**src/rtl/regfile_wb_queue.sv**
```systemverilog
// regfile_wb_queue: write-back queue issuing up to two regfile writes per cycle with forwarding lookup
module regfile_wb_queue #(
    parameter int DEPTH = 4,
    parameter int WIDTH = 16,
    parameter int SELW  = 4
) (
    input  logic                         clk,
    input  logic                         rst,
    input  logic                         req_valid,
    output logic                         req_ready,
    input  logic [SELW-1:0]              req_sel,
    input  logic [WIDTH-1:0]             req_data,
    input  logic                         wb_stall,
    output logic                         in1_we,
    output logic [SELW-1:0]              in1_sel,
    output logic [WIDTH-1:0]             in1_data,
    output logic                         in2_we,
    output logic [SELW-1:0]              in2_sel,
    output logic [WIDTH-1:0]             in2_data,
    input  logic [SELW-1:0]              fwd_sel,
    output logic                         fwd_hit,
    output logic [WIDTH-1:0]             fwd_data,
    output logic [$clog2(DEPTH+1)-1:0]   count
);
    localparam int PW = $clog2(DEPTH);
    localparam int CW = $clog2(DEPTH+1);

    logic [SELW-1:0]  sel_q  [DEPTH];
    logic [WIDTH-1:0] data_q [DEPTH];
    logic [PW-1:0]    rd_q, rd_d, wr_q, wr_d, nxt;
    logic [CW-1:0]    cnt_q, cnt_d;
    logic             push;

    // issue decision for the two oldest entries, pointer and occupancy next-state
    always_comb begin
        nxt       = rd_q + PW'(1);
        req_ready = cnt_q < CW'(DEPTH);
        push      = req_valid && req_ready;
        in1_we    = (cnt_q != '0) && !wb_stall;
        in2_we    = (cnt_q >= CW'(2)) && !wb_stall && (sel_q[nxt] != sel_q[rd_q]);
        in1_sel   = in1_we ? sel_q[rd_q]  : '0;
        in1_data  = in1_we ? data_q[rd_q] : '0;
        in2_sel   = in2_we ? sel_q[nxt]   : '0;
        in2_data  = in2_we ? data_q[nxt]  : '0;
        rd_d      = rd_q + PW'(in1_we) + PW'(in2_we);
        wr_d      = wr_q + PW'(push);
        cnt_d     = cnt_q + CW'(push) - CW'(in1_we) - CW'(in2_we);
        count     = cnt_q;
    end

    // forwarding: walk oldest to newest so the newest matching entry wins
    always_comb begin
        fwd_hit  = 1'b0;
        fwd_data = '0;
        for (int i = 0; i < DEPTH; i++) begin
            if (CW'(i) < cnt_q && sel_q[rd_q + PW'(i)] == fwd_sel) begin
                fwd_hit  = 1'b1;
                fwd_data = data_q[rd_q + PW'(i)];
            end
        end
    end

    // pointers and occupancy; reset discards any pending entries
    always_ff @(posedge clk) begin
        if (rst) begin
            rd_q  <= '0;
            wr_q  <= '0;
            cnt_q <= '0;
        end else begin
            rd_q  <= rd_d;
            wr_q  <= wr_d;
            cnt_q <= cnt_d;
        end
    end

    // entry storage needs no reset since occupancy gates every read
    always_ff @(posedge clk) begin
        if (push && !rst) begin
            sel_q[wr_q]  <= req_sel;
            data_q[wr_q] <= req_data;
        end
    end
endmodule

```
**config.mk**
```make
export PLATFORM = sky130hd
export DESIGN_NAME = regfile_wb_queue
export DESIGN_NICKNAME = d
export VERILOG_FILES = /design/src/rtl/regfile_wb_queue.sv
export SDC_FILE = /design/constraint.sdc
export NUM_CORES = 1
export LEC_CHECK = 0
export ABC_CLOCK_PERIOD_IN_PS = 4100
export BUFFER_PORTS_ARGS = -buffer_cell sky130_fd_sc_hd__buf_2
export CAP_MARGIN = 20
export CELL_PAD_IN_SITES_DETAIL_PLACEMENT = 1
export CELL_PAD_IN_SITES_GLOBAL_PLACEMENT = 2
export CORE_MARGIN = 2
export CORE_UTILIZATION = 37
export DETAILED_ROUTE_END_ITERATION = 12
export MAX_ROUTING_LAYER = met4
export PLACE_DENSITY = 0.91
export SETUP_SLACK_MARGIN = 0.5
export SYNTH_ARGS = -nofsm -noshare
export SYNTH_HDL_FRONTEND = slang
export SYNTH_SLANG_ARGS = --single-unit
```
**constraint.sdc**
```tcl
create_clock -name clk -period 4.1 [get_ports clk]
set_input_delay 0.205 -clock clk [delete_from_list [all_inputs] [get_ports clk]]
set_output_delay 0.205 -clock clk [all_outputs]
set_load 0.01 [all_outputs]
```
==> metrics.csv <==
metric;value;unit
Slew Limit Fails;0;
final global-route overflow total;0;
pre-CTS setup slack;0.609;ns
DRT Wirelength;17.2;mm
Async S/R FF share, synth;0;%
CTS Hold Bufs;0;
Avg WL per Cell;20.4;um
CTS Buffer Depth;2;
largest net degree at the start of global routing;74;
I/O Buffers;90;
Post-synth EDFFs;80;
first drt pass iteration count;4;
WS Path Type;flip-flop to flip-flop;
mapped cell area;5870;sq um
Worst slew margin;63.0;%
Cell Pwr Density;567;nW/um^2
Clock Tree Root;clkbuf_16;
Final Hold Viols;0;
crit path launch type;flip-flop;
fin crit share;83.6;%
post-synthesis net count;576;
Final WS setup;0.674;ns
vias;4632;
#FFs+latches synth;87;
Synth Instances;542;
type of the worst min-delay path;input port to flip-flop;
Tmin final;3.43;ns
Std-Cell Rows;46;
CTS tree;yes;
Netlist cell types;48;
vias in the first global route;4943;
yosys synthesis warning count;0;
final setup vio count;0;
HPWL after DPL;11.6;mm
Num CTS Buffers;9;
first-pass GRT wire length;26.6;mm
worst-margin pin slew;0.551;ns
unrepaired setup endpoints after global routing;no;
TNS Setup;0;ns
crit end category;flip-flop;
Avg Cell Area, Syn;10.8;sq um
vias per inst;5.49;
CORE AREA;15700;sq um
H-tree Lvls;3;
Final nets;655;
Post-route DRC;0;
CTS sink cnt;87;
die width;130;um
share of cells above drive strength 1;33.7;%
Post-DRT Antenna Nets;0;
initial antenna violation count;1;
LEAKAGE;2.54;nW
WHS;0.0695;ns
clk_skew;0.00629;ns
status;completed;
Req. time, crit path;4.34;ns
DR iter-0 viols;242;
number of max-cap violations;0;
Die Height;130;um
Starting Density;37.4;%
commonest non-fill, non-tap cell in the layout;buf_2;
maximum vdd drop;0.000193;V
most common flop cell mapped by yosys;edfxtp_1;
crit-path max FO;20;
Boundary Pins;91;
Worst EP arrival;3.66;ns
Die ar.;16900;sq um
fmax;0.292;GHz
synth-to-layout area growth;17.8;%
total global-route track usage;21.4;%
Seq/Total Area, Yosys;43.3;%
gpl congestion;0.824;
latest clock arrival within the worst-skew pair;0.35;ns
most frequent cells in the layout;buf_2 (90), edfxtp_1 (80), nor2_1 (58), a21oi_1 (50), mux2i_1 (41);
Reg clk slew, reported paths;0.06;ns
[path summary, 6_finish.rpt]
check	from	depth (start not counted)	slack, ns	end
max reg2reg	rd_q[0]$_SDFF_PP0_	12	0.67	count[2]$_SDFF_PP0_
min	req_data[15]	1	0.07	data_q[3][15]$_DFFE_PP_
min reg2reg	wr_q[1]$_SDFF_PP0_	2	0.61	wr_q[1]$_SDFF_PP0_
max	rd_q[0]$_SDFF_PP0_	12	0.67	count[2]$_SDFF_PP0_
[what timing repair did]
action	4_1_cts	5_1_grt
setup buffers	7	0
pin swaps	3	0
endpoints found under the hold margin	0	0
setup endpoints to repair	16	17
resized for setup	5	8
[cells in the mapped netlist (2+ instances only)]
library cell	count	area share, %
buf_4	6	0.77
a221oi_1	6	0.90
o21ai_0	16	1.4
mux2_2	33	6.3
a21oi_1	50	4.3
nor2_1	59	3.8
buf_1	3	0.19
a21boi_0	6	0.77
buf_6	5	0.96
and3_1	3	0.32
mux4_2	11	4.2
nor2b_1	9	0.96
edfxtp_1	80	41
or2_2	17	1.8
mux2i_1	41	7.0
and2_1	5	0.53
nand3b_1	10	1.3
inv_1	13	0.83
a21boi_1	10	1.3
nor4_1	2	0.21
nor3_1	5	0.43
fa_1	2	0.68
a211oi_1	13	1.7
xnor2_1	20	3.0
xor2_1	6	0.90
buf_2	6	0.51
ha_1	4	0.85
a221oi_2	10	2.6
dfxtp_1	7	2.4
nand2_1	37	2.4
mux4_1	2	0.90
o2111ai_1	6	0.90
clkbuf_1	24	1.5
[state kept, by name, summed over array words and instances, names as in the netlist]
name	cells
rd_q	2
count	3
data_q	64
sel_q	16
wr_q	2
[power by group]
part           total [W]  internal [W]  switching (W)
combinational    0.00190      0.000795        0.00111
sequential       0.00113       0.00104      0.0000913
clock           0.000885      0.000538       0.000347
[kinds of logic after synthesis]
| group | share of synthesized area, % |
|---|---|
| buffers and inverters | 4.80 |
| adder cells (fa/ha/maj) | 1.53 |
| AND/OR/NAND/NOR | 13.1 |
| XOR/XNOR | 4.16 |
| flip-flops | 43.3 |
| multiplexers | 18.4 |
| AO/OA/AOI/OAI | 14.6 |
[final cells by class]
class / count / area (sq um)
tap: 216 / 270
antenna: 1 / 2.50
inverter: 13 / 48.8
clock inverter: 6 / 91.3
fill: 1724 / 8800
sequential: 87 / 2550
multi-input combinational: 398 / 3070
timing repair buffer: 112 / 651
clock buffer: 10 / 229
[critical path, cell delays in order (launching register included)]
cell     delay (ns)
dfxtp_4        0.54
mux4_2         0.62
xor2_1         0.19
nor4_1         0.37
a221o_1        0.22
inv_1          0.07
fa_1           0.41
ha_1           0.30
inv_1          0.04
ha_1           0.20
xnor2_1        0.16
xnor2_1        0.13
nor2_1         0.05
[per-layer routing]
metal | GRT usage [%] | routed length (um)
met1 | 24.4 | 6990
met2 | 37.9 | 9120
met3 | 2.83 | 741
met4 | 8.98 | 348
met5 | - | 0
[metrics by stage]
stage	total power [W]	util [%]	area, sq um	std cells
5_1_grt	0.00414	44.0	6910	843
2_1_floorplan	0.00250	-	5870	542
6_report	0.00392	44.0	6910	843
3_3_place_gp	0.00290	41.3	6490	819
4_1_cts	0.00391	43.9	6890	842
3_5_place_dp	0.00299	41.3	6490	819
Power figures use the tool's default switching activity.
